`src/rtl/bus_rr_arbiter_if.sv`:
```
// Handshake bundle between N bus masters, the round-robin arbiter
// and the single shared slave port.
interface bus_rr_arbiter_if #(
    parameter int MASTER_IFACE_CNT = 3
);
    logic [32*MASTER_IFACE_CNT-1:0] addr;
    logic [32*MASTER_IFACE_CNT-1:0] wdata;
    logic [32*MASTER_IFACE_CNT-1:0] rdata;
    logic [4*MASTER_IFACE_CNT-1:0]  wen;
    logic [MASTER_IFACE_CNT-1:0]    valid;
    logic [MASTER_IFACE_CNT-1:0]    ready;
    logic [31:0]                    s_addr;
    logic [31:0]                    s_wdata;
    logic [3:0]                     s_wen;
    logic                           s_valid;
    logic [31:0]                    s_rdata;
    logic                           s_ready;
    logic [31:0]                    currmaster;
    logic                           timeout_irq;

    // arbiter view: it masters the downstream slave
    modport master (
        input  addr, wdata, wen, valid,
        input  s_rdata, s_ready,
        output rdata, ready,
        output s_addr, s_wdata, s_wen, s_valid,
        output currmaster, timeout_irq
    );

    modport slave (
        output addr, wdata, wen, valid,
        output s_rdata, s_ready,
        input  rdata, ready,
        input  s_addr, s_wdata, s_wen, s_valid,
        input  currmaster, timeout_irq
    );
endinterface

```
`src/rtl/bus_rr_arbiter.sv`:
```
// Round-robin arbiter: N masters share one slave port, with a
// per-transaction wait timeout that forces completion.
module bus_rr_arbiter #(
    parameter int MASTER_IFACE_CNT = 3,
    parameter int TIMEOUT_CYCLES   = 1023
) (
    input  logic             clk,
    input  logic             resetn,
    bus_rr_arbiter_if.master bus
);
    localparam int N  = MASTER_IFACE_CNT;
    localparam int IW = $clog2(N);
    localparam logic [IW-1:0] LAST_RST = IW'(N - 1);
    localparam logic [15:0]   TMO      = 16'(TIMEOUT_CYCLES);

    typedef enum logic {IDLE, BUSY} state_t;

    state_t          state, state_d;
    logic [IW-1:0]   grant, grant_d;
    logic [IW-1:0]   last, last_d;
    logic [IW-1:0]   pick;
    logic [15:0]     wait_cnt, wait_cnt_d;
    logic [1:0]      rst_sync;
    logic            rst_n;
    logic            found;
    int              idx;
    logic            tmo;
    logic [N-1:0]    rdy;
    logic [32*N-1:0] rdat;
    logic            sval;
    logic            irq;

    // async assert, two-flop synchronised release
    always_ff @(posedge clk or negedge resetn) begin
        if (!resetn) begin
            rst_sync <= 2'b00;
        end else begin
            rst_sync <= {rst_sync[0], 1'b1};
        end
    end

    assign rst_n = rst_sync[1];

    always_comb begin
        pick  = '0;
        found = 1'b0;
        idx   = 0;
        for (int k = 1; k <= N; k++) begin
            idx = (int'(last) + k) % N;
            if (!found && bus.valid[idx]) begin
                pick  = IW'(idx);
                found = 1'b1;
            end
        end
    end

    assign tmo = (state == BUSY) && bus.valid[grant]
              && !bus.s_ready && (wait_cnt == TMO);

    always_ff @(posedge clk or negedge rst_n) begin
        if (!rst_n) begin
            state    <= IDLE;
            grant    <= '0;
            last     <= LAST_RST;
            wait_cnt <= '0;
        end else begin
            state    <= state_d;
            grant    <= grant_d;
            last     <= last_d;
            wait_cnt <= wait_cnt_d;
        end
    end

    always_comb begin
        state_d    = state;
        grant_d    = grant;
        last_d     = last;
        wait_cnt_d = wait_cnt;
        case (state)
            IDLE: begin
                if (|bus.valid) begin
                    grant_d    = pick;
                    wait_cnt_d = '0;
                    state_d    = BUSY;
                end
            end
            BUSY: begin
                if (bus.s_ready || !bus.valid[grant] || tmo) begin
                    state_d = IDLE;
                    last_d  = grant;
                end else begin
                    wait_cnt_d = wait_cnt + 16'd1;
                end
            end
        endcase
    end

    always_comb begin
        rdat = {N{bus.s_rdata}};
        rdy  = '0;
        sval = 1'b0;
        irq  = 1'b0;
        if (state == BUSY) begin
            sval       = bus.valid[grant];
            rdy[grant] = bus.s_ready;
            if (tmo) begin
                rdy[grant]                 = 1'b1;
                rdat[{grant, 5'b0} +: 32]  = 32'hDEADBEEF;
                sval                       = 1'b0;
                irq                        = 1'b1;
            end
        end
    end

    assign bus.s_addr      = bus.addr[{grant, 5'b0} +: 32];
    assign bus.s_wdata     = bus.wdata[{grant, 5'b0} +: 32];
    assign bus.s_wen       = bus.wen[{grant, 2'b0} +: 4];
    assign bus.s_valid     = sval;
    assign bus.ready       = rdy;
    assign bus.rdata       = rdat;
    assign bus.timeout_irq = irq;
    assign bus.currmaster  = {{(32-IW){1'b0}}, grant};
endmodule

```
`src/flat_wrapper.sv`:
```
// flat-port wrapper written by rule: the top's interface ports become plain ports
module bus_rr_arbiter_flat 
#(
    parameter int MASTER_IFACE_CNT = 3,
    parameter int TIMEOUT_CYCLES   = 1023
)
  (clk, resetn, bus_addr, bus_wdata, bus_wen, bus_valid, bus_s_rdata, bus_s_ready, bus_rdata, bus_ready, bus_s_addr, bus_s_wdata, bus_s_wen, bus_s_valid, bus_currmaster, bus_timeout_irq);
  bus_rr_arbiter_if #(.MASTER_IFACE_CNT(MASTER_IFACE_CNT)) bus_i ();
  input  logic clk;
  input  logic resetn;
  input wire logic [$bits(bus_i.addr)-1:0] bus_addr;
  input wire logic [$bits(bus_i.wdata)-1:0] bus_wdata;
  input wire logic [$bits(bus_i.wen)-1:0] bus_wen;
  input wire logic [$bits(bus_i.valid)-1:0] bus_valid;
  input wire logic [$bits(bus_i.s_rdata)-1:0] bus_s_rdata;
  input wire logic [$bits(bus_i.s_ready)-1:0] bus_s_ready;
  output wire logic [$bits(bus_i.rdata)-1:0] bus_rdata;
  output wire logic [$bits(bus_i.ready)-1:0] bus_ready;
  output wire logic [$bits(bus_i.s_addr)-1:0] bus_s_addr;
  output wire logic [$bits(bus_i.s_wdata)-1:0] bus_s_wdata;
  output wire logic [$bits(bus_i.s_wen)-1:0] bus_s_wen;
  output wire logic [$bits(bus_i.s_valid)-1:0] bus_s_valid;
  output wire logic [$bits(bus_i.currmaster)-1:0] bus_currmaster;
  output wire logic [$bits(bus_i.timeout_irq)-1:0] bus_timeout_irq;
  assign bus_i.addr = bus_addr;
  assign bus_i.wdata = bus_wdata;
  assign bus_i.wen = bus_wen;
  assign bus_i.valid = bus_valid;
  assign bus_i.s_rdata = bus_s_rdata;
  assign bus_i.s_ready = bus_s_ready;
  assign bus_rdata = bus_i.rdata;
  assign bus_ready = bus_i.ready;
  assign bus_s_addr = bus_i.s_addr;
  assign bus_s_wdata = bus_i.s_wdata;
  assign bus_s_wen = bus_i.s_wen;
  assign bus_s_valid = bus_i.s_valid;
  assign bus_currmaster = bus_i.currmaster;
  assign bus_timeout_irq = bus_i.timeout_irq;
  bus_rr_arbiter #(.MASTER_IFACE_CNT(MASTER_IFACE_CNT), .TIMEOUT_CYCLES(TIMEOUT_CYCLES)) u_core (.clk(clk), .resetn(resetn), .bus(bus_i));
endmodule
```
`config.mk`:
```
export PLATFORM = sky130hd
export DESIGN_NAME = bus_rr_arbiter_flat
export DESIGN_NICKNAME = d
export VERILOG_FILES = /design/src/rtl/bus_rr_arbiter_if.sv /design/src/rtl/bus_rr_arbiter.sv /design/src/flat_wrapper.sv
export SDC_FILE = /design/constraint.sdc
export NUM_CORES = 1
export LEC_CHECK = 0
export CAP_MARGIN = 30
export CORE_AREA = 3 3 170 172
export DETAILED_ROUTE_END_ITERATION = 10
export DIE_AREA = 0 0 173 175
export PLACE_DENSITY_LB_ADDON = 0.15
export SYNTH_ARGS = -nofsm -noshare
export SYNTH_HDL_FRONTEND = slang
export SYNTH_SLANG_ARGS = --single-unit
```
`constraint.sdc`:
```
create_clock -name clk -period 3.1 [get_ports clk]
set_clock_uncertainty 0.1 [all_clocks]
set_input_delay 0.62 -clock clk [delete_from_list [all_inputs] [get_ports clk]]
set_output_delay 0.62 -clock clk [all_outputs]
set_load 0.05 [all_outputs]
```
==> results of run 1 <==
layout by cell type, fill, tap and decap left out, types with 3 or more instances in the layout:
cell | netlist | final
and2_4 | 0 | 24
and4_1 | 3 | 3
buf_16 | 0 | 3
clkbuf_16 | 0 | 7
clkdlybuf4s50_1 | 0 | 239
nand2b_4 | 1 | 42
inv_1 | 8 | 8
ha_1 | 4 | 4
nand2b_1 | 55 | 7
a22o_1 | 5 | 5
nand3b_1 | 3 | 3
and3_1 | 5 | 4
nand2_1 | 88 | 86
nor2_1 | 12 | 11
conb_1 | 2 | 31
nand3_1 | 3 | 3
a31oi_1 | 13 | 13
buf_12 | 0 | 153
mux2i_1 | 70 | 69
nand4_1 | 3 | 3
a21oi_1 | 4 | 4
nand2b_2 | 0 | 7
dfrtp_1 | 22 | 20
buf_6 | 1 | 29
buf_4 | 30 | 25
or2b_4 | 0 | 24
o21ai_1 | 2 | 27
o21ai_0 | 73 | 47
buf_8 | 0 | 7
layout make-up:
cell class,instances,area (sq um)
clock buffers,4,78.8
fillers,2744,16700
inverters,9,33.8
multi-input cells,458,3450
flip-flops and latches,23,582
well taps,378,473
repair buffers,463,6290
worst max-delay path by stage:
| stage | startpoint | to | slack (ns) | cells past startpoint |
|---|---|---|---|---|
| final | u_core.grant[0] | bus_rdata[45] | -0.05 | 10 |
| after CTS | u_core.wait_cnt[12] | bus_rdata[48] | -0.14 | 10 |
| after detailed placement | bus_valid[1] | bus_rdata[6] | -0.28 | 9 |
| after floorplan | u_core.grant[0] | bus_ready[2] | -0.23 | 6 |
| after global placement | bus_valid[1] | bus_rdata[3] | -0.27 | 9 |
| after global routing | u_core.wait_cnt[12] | bus_rdata[45] | -0.20 | 11 |
metal layers:
metal  GRT usage [%]  vias up  share of wire, %
met5               0        -             0.047
met4            2.40        2               1.3
met3            3.82       17               7.4
met2            28.7      272                53
met1            17.3     2404                38
li1                -     2623                 -
worst reg2reg max path, delay by kind of cell, from the launching register on:
kind	cells	cell delay, ns
fa+ha+maj	1	0.19
compound gates	2	0.46
flops	1	0.37
buf+inv	2	0.36
simple gates	3	0.64
stage by stage:
step	power, W	hold slack [ns]	util, %
6_report	0.00770	0.248	39.5
5_1_grt	0.00802	0.259	39.5
4_1_cts	0.00777	0.250	38.4
3_5_place_dp	0.00741	0.236	36.9
3_3_place_gp	0.00742	0.235	36.9
2_1_floorplan	0.00400	0.166	-
state kept, by name, indices dropped and copies added (netlist names):
name,flops
u_core.grant,2
u_core.wait_cnt,16
u_core.rst_sync,2
u_core.last,2
u_core.state,1
cells by family after synthesis:
kind of cell	after synthesis	synth area share [%]
AO/OA/AOI/OAI	112	17.4
XOR/XNOR	2	0.465
adder cells (fa/ha/maj)	4	1.33
buffers and inverters	78	11.3
flip-flops	23	15.3
multiplexers	72	19.2
other	2	0.199
AND/OR/NAND/NOR	237	34.8
timing repair:
item / in CTS / in global routing
pin swaps: 6 / 1
setup buffers: 10 / 4
endpoints found under the setup margin: 100 / 101
gates resized for setup: 52 / 36
cloned: 3 / 5
power by group through the flow:
stage	Sequential, W	Clock (W)	Combinational (W)
2_1_floorplan	0.000438	0	0.00356
3_3_place_gp	0.000426	0	0.00699
3_5_place_dp	0.000426	0	0.00699
4_1_cts	0.000416	0.000298	0.00705
5_1_grt	0.000425	0.000308	0.00728
6_report	0.000415	0.000288	0.00699
==> results.sh, run 1 <==
export IMPL_r2r_start="u_core.wait_cnt[0]"
export IMPL_antenna_diode_count=0
export IMPL_port_buffers=412
export IMPL_finalHoldViolCount=0
export IMPL_p_int_w=0.00356
export IMPL_cp_required_ns=2.38
export IMPL_maxSlewViolCount=0
export IMPL_setup_tns_ns=-1.06
export IMPL_max_freq_mhz=317
export IMPL_dp_cells=1310
export IMPL_syn_avg_cell_area_sq_um=7.11
export IMPL_fin_area_sq_um=10900
export IMPL_critical_path_class="reg -> out"
export IMPL_vdd_drop_max_v=0.000608
export IMPL_ant_nets=0
export IMPL_cp_end_kind="output pin"
export IMPL_cp_slowest_cell="dfrtp_4"
export IMPL_via_per_inst=3.98
export IMPL_clock_sinks=23
export IMPL_fin_crit_sh_pct=102
export IMPL_drtIter0Drc=159
export IMPL_cp_start_kind="flop"
export IMPL_drc=0
export IMPL_cp_num_buf_inv=5
export IMPL_r2r_end="u_core.wait_cnt[2]"
export IMPL_synth_common_cells="nand2_1 (88), o21ai_0 (73), mux2i_1 (70), nand2b_1 (55), buf_4 (30)"
export IMPL_min_delay_path_depth=0
export IMPL_antenna_found_initial=1
export IMPL_grt_pass1_wl_mm=35.2
export IMPL_p_clk_share_pct=3.7
export IMPL_clock_latency_ns=0.26
export IMPL_synthTopCellsByArea="mux2i_1 (19%), dfrtp_1 (15%), o21ai_0 (9.7%), nand2b_1 (9.1%), nand2_1 (8.8%)"
export IMPL_clk_transition_reported_paths_ns=0.06
export IMPL_finalWirelength_mm=25.6
export IMPL_post_synth_top_area_fraction_pct=18.6
export IMPL_grt_ovfl_total=0
export IMPL_grt_pass1_vias=5212
export IMPL_dp_slack_ns=-0.276
export IMPL_share_comb_of_total_power_pct=90.9
export IMPL_postSynth_asyncResetShare_pct=100
export IMPL_status="complete, but fails checks"
export IMPL_drt_pass1_iter_count=4
export IMPL_violations="setup timing"
export IMPL_synth_main_ff_cell="dfrtp_1"
export IMPL_worstHoldPathType="reg -> reg"
export IMPL_drive_gt1_share_pct=35.8
export IMPL_die_x_um=173
export IMPL_hp_start="u_core.rst_sync[0]"
export IMPL_syn2layout_area_growth_pct=189
export IMPL_min_period_ns=3.15
export IMPL_slowest_delay_ns=0.51
export IMPL_reg2reg_depth=8
export IMPL_rrSetupSlack_ns=0.90
export IMPL_critPathMaxFanout=5
export IMPL_synth_distinct_cells=53
export IMPL_setup_violations=50
export IMPL_postCtsHoldBufs=0
export IMPL_htreeDepth=1
export IMPL_powerDensity_nw_per_um2=706
export IMPL_synthCells=530
export IMPL_ys_seq_elements=23
export IMPL_start_util_pct=13.6
export IMPL_clockRootBuffer="clkbuf_16"
export IMPL_p_leak_nw=4.79
export IMPL_instances_no_fill=1335
export IMPL_p_switching_w=0.00414
export IMPL_power_switching_share_pct=53.7
export IMPL_clockBufferDepth=2
export IMPL_die_h_um=175
export IMPL_synthesis_area_sq_um=3770
export IMPL_final_nets=1204
export IMPL_pin_count=443
export IMPL_cp_cell_sequence="mux2i_2 > o21a_1 > nor4_4 > buf_4 > nand3b_1 > buf_6 > buf_6 > buf_16 > nand2b_4 > buf_12"
export IMPL_path_delay_family="buffers and inverters"
export IMPL_worstPathArrival_ns=2.43
export IMPL_globalplace_congestion=0.818
export IMPL_dieArea_sq_um=30300
export IMPL_yosysMostFrequentCell="nand2_1"
export IMPL_yosysTopAreaCell="mux2i_1"
export IMPL_max_slew_margin_rel_pct=39.0
export IMPL_dpl_cell_area_sq_um=10200
export IMPL_drv_cap=0
export IMPL_num_vias=5318
export IMPL_yosysWarnings=0
export IMPL_cts_made_buffers=3
export IMPL_core_sq_um=27600
export IMPL_tritoncts="built"
export IMPL_grt_usage_pct=15.1
export IMPL_rows=61
export IMPL_wl_per_cell_um=19.1
export IMPL_rsz0062_at_grt="true"
export IMPL_grt_max_degree=73
export IMPL_hpwlAfterDp_mm=20.9
export IMPL_synth_edff_count=0
export IMPL_layout_setup_ws_ns=-0.0528
export IMPL_max_slew_worst_pin_slew_ns=0.915
export IMPL_seqPwrFrac_pct=5.4
export IMPL_yosysSeqAreaShare_pct=15.3
export IMPL_whs_endpoint="u_core.rst_sync[1]"
export IMPL_cpMostUsedCell="buf_6"
Note: power is estimated with default switching activity, not from simulation.
==> run 2, diff against run 1 <==
ABC_AREA = 1   (was not set)
CORE_AREA = 4 4 171 173   (was 3 3 170 172)
DIE_AREA = 0 0 175 177   (was 0 0 173 175)
==> results.sh, run 2 <==
export IMPL_die_x_um=175
export IMPL_globalplace_congestion=0.809
export IMPL_grt_usage_pct=15.7
export IMPL_cp_end_kind="output pin"
export IMPL_ctsResizeCount=0
export IMPL_p_leak_nw=4.70
export IMPL_final_nets=1317
export IMPL_synth_main_ff_cell="dfrtp_1"
export IMPL_wl_met1_mm=10.2
export IMPL_min_period_ns=2.95
export IMPL_postCtsHoldBufs=0
export IMPL_wl_per_cell_um=18.4
export IMPL_p_switching_w=0.00454
export IMPL_grt_pass1_vias=5538
export IMPL_antenna_found_initial=5
export IMPL_cp_start_kind="primary input"
export IMPL_p_clk_share_pct=3.6
export IMPL_dieArea_sq_um=31000
export IMPL_yosysSeqAreaShare_pct=15.3
export IMPL_clockBufferDepth=2
export IMPL_yosysMostFrequentCell="nand2_1"
export IMPL_synth_distinct_cells=34
export IMPL_seqPwrFrac_pct=5.2
export IMPL_largest_register="u_core.wait_cnt"
export IMPL_drc=0
export IMPL_num_vias=5640
export IMPL_critPathMaxFanout=24
export IMPL_rrSetupSlack_ns=1.11
export IMPL_synthCells=672
export IMPL_synth_edff_count=0
export IMPL_crit_path_end="bus_rdata[64]"
export IMPL_start_util_pct=13.6
export IMPL_ant_nets=0
export IMPL_p_total_w=0.00812
export IMPL_tritoncts="built"
export IMPL_status="complete, no violations"
export IMPL_worstPathArrival_ns=2.23
export IMPL_synth_common_cells="nand2_1 (303), nor2_1 (65), a22oi_1 (63), inv_1 (57), nand3_1 (36)"
export IMPL_drv_cap=0
export IMPL_share_comb_of_total_power_pct=91.3
export IMPL_critical_path_class="in -> out"
export IMPL_postSynth_asyncResetShare_pct=100
export IMPL_syn_avg_cell_area_sq_um=5.60
export IMPL_finalWirelength_mm=26.7
export IMPL_ys_seq_elements=23
export IMPL_die_h_um=177
export IMPL_setup_tns_ns=0
export IMPL_drive_gt1_share_pct=20.6
export IMPL_p_int_w=0.00358
export IMPL_finalHoldViolCount=0
export IMPL_cp_required_ns=2.38
export IMPL_maxSlewViolCount=0
export IMPL_post_synth_top_area_fraction_pct=30.2
export IMPL_max_slew_margin_rel_pct=41.8
export IMPL_clock_latency_ns=0.26
export IMPL_cts_made_buffers=3
export IMPL_powerDensity_nw_per_um2=840
export IMPL_power_switching_share_pct=56.0
export IMPL_final_cell_mix="nand2_1 (303), clkdlybuf4s50_1 (243), buf_12 (146)"
export IMPL_synthesis_area_sq_um=3760
export IMPL_rows=61
export IMPL_rsz0062_at_grt="false"
export IMPL_largest_reg_flops=16
export IMPL_port_buffers=412
export IMPL_grt_max_degree=69
export IMPL_route_met3_wl_mm=2.16
export IMPL_grt_ovfl_total=0
export IMPL_vdd_drop_max_v=0.000517
export IMPL_syn2layout_area_growth_pct=157
export IMPL_hpwlAfterDp_mm=23.1
export IMPL_max_slew_worst_pin_slew_ns=0.874
export IMPL_setup_violations=0
export IMPL_clock_sinks=23
export IMPL_fin_crit_sh_pct=95.2
export IMPL_clk_transition_reported_paths_ns=0.06
export IMPL_htreeDepth=1
export IMPL_wl_met2_mm=14.0
export IMPL_r2r_end="u_core.wait_cnt[6]"
export IMPL_post_cts_buffers=0
export IMPL_critPathLaunch="bus_valid[2]"
export IMPL_max_freq_mhz=339
export IMPL_grt_pass1_wl_mm=36.4
export IMPL_core_sq_um=27600
export IMPL_clockRootBuffer="clkbuf_16"
export IMPL_routed_top_layer="met5"
export IMPL_yosysWarnings=0
export IMPL_pin_count=443
export IMPL_mostFrequentLayoutCell="nand2_1"
export IMPL_synthTopCellsByArea="nand2_1 (30%), dfrtp_1 (15%), a22oi_1 (13%), nor2_1 (6.5%), buf_4 (6.4%)"
export IMPL_via_per_inst=3.89
export IMPL_worstHoldPathType="reg -> reg"
export IMPL_reg2reg_depth=10
export IMPL_r2r_start="u_core.wait_cnt[0]"
export IMPL_drtIter0Drc=281
export IMPL_yosysTopAreaCell="nand2_1"
export IMPL_drt_pass1_iter_count=4
==> run 2: cell types whose count changed after synthesis, moves of 20 or more <==
cell / delta
nand2b_1: -55
nand3_1: +33
or2b_1: -24
o21ai_0: -62
nand2_1: +215
and2_1: -20
a22oi_1: +63
inv_1: +49
mux2i_1: -70
nor2_1: +53
==> run 2: cell type report <==
class / instances / area, sq um
inverters: 68 / 263
clock buffers: 3 / 75.1
repair buffers: 428 / 5650
clock inverters: 1 / 5.00
flip-flops and latches: 23 / 577
fillers: 2872 / 18000
multi-input cells: 547 / 2630
well taps: 378 / 473
diodes: 2 / 5.00
==> run 2: power groups by stage <==
stage	clock network (W)	logic (W)	registers, W
6_report	0.000291	0.00741	0.000419
5_1_grt	0.000312	0.00773	0.000431
4_1_cts	0.000300	0.00750	0.000422
3_5_place_dp	0	0.00749	0.000425
3_3_place_gp	0	0.00750	0.000427
2_1_floorplan	0	0.00373	0.000430
==> run 2: cells by family (layout without fill, tap and decap cells) <==
group	count (synthesis)	in the layout	share of synthesized area [%]
compound gates	79	79	14.9
fa+ha+maj	4	4	1.33
other cells	2	33	0.200
buf+inv	131	500	18.1
xor+xnor	3	3	0.699
flops	23	23	15.3
simple gates	430	430	49.4
==> run 2: worst min path at each step <==
stage | startpoint | to | slack, ns | cells past startpoint
floorplan | u_core.rst_sync[1] | u_core.grant[0] | 0.17 | 0
global placement | u_core.rst_sync[0] | u_core.rst_sync[1] | 0.24 | 0
detailed placement | u_core.rst_sync[0] | u_core.rst_sync[1] | 0.24 | 0
CTS | u_core.rst_sync[0] | u_core.rst_sync[1] | 0.25 | 0
global route | u_core.rst_sync[0] | u_core.rst_sync[1] | 0.26 | 0
finish | u_core.rst_sync[0] | u_core.rst_sync[1] | 0.25 | 0
==> run 2: stage by stage <==
stage | cell area, sq um | setup slack (ns) | instances | hold slack (ns) | util [%]
floorplan | 3870 | 0.270 | 701 | 0.166 | -
global placement | 9590 | 0.152 | 1444 | 0.235 | 34.7
detailed placement | 9590 | 0.125 | 1444 | 0.236 | 34.7
CTS | 9670 | 0.122 | 1448 | 0.252 | 35.0
global route | 9670 | 0.0184 | 1449 | 0.259 | 35.0
finish | 9670 | 0.148 | 1450 | 0.248 | 35.0
==> run 2: critical path, stage by stage <==
cell	delay, ns
clkdlybuf4s50_1	0.42
nand3_1	0.10
nand3_2	0.13
nand2_1	0.10
inv_2	0.06
nand2_8	0.14
nor2_8	0.05
inv_4	0.24
nand2_1	0.16
buf_12	0.18
==> run 2: metal layers <==
metal	global-route usage [%]	up-vias
li1	-	2865
met1	17.7	2467
met2	30.1	285
met3	4.29	17
met4	2.03	6
met5	0	-
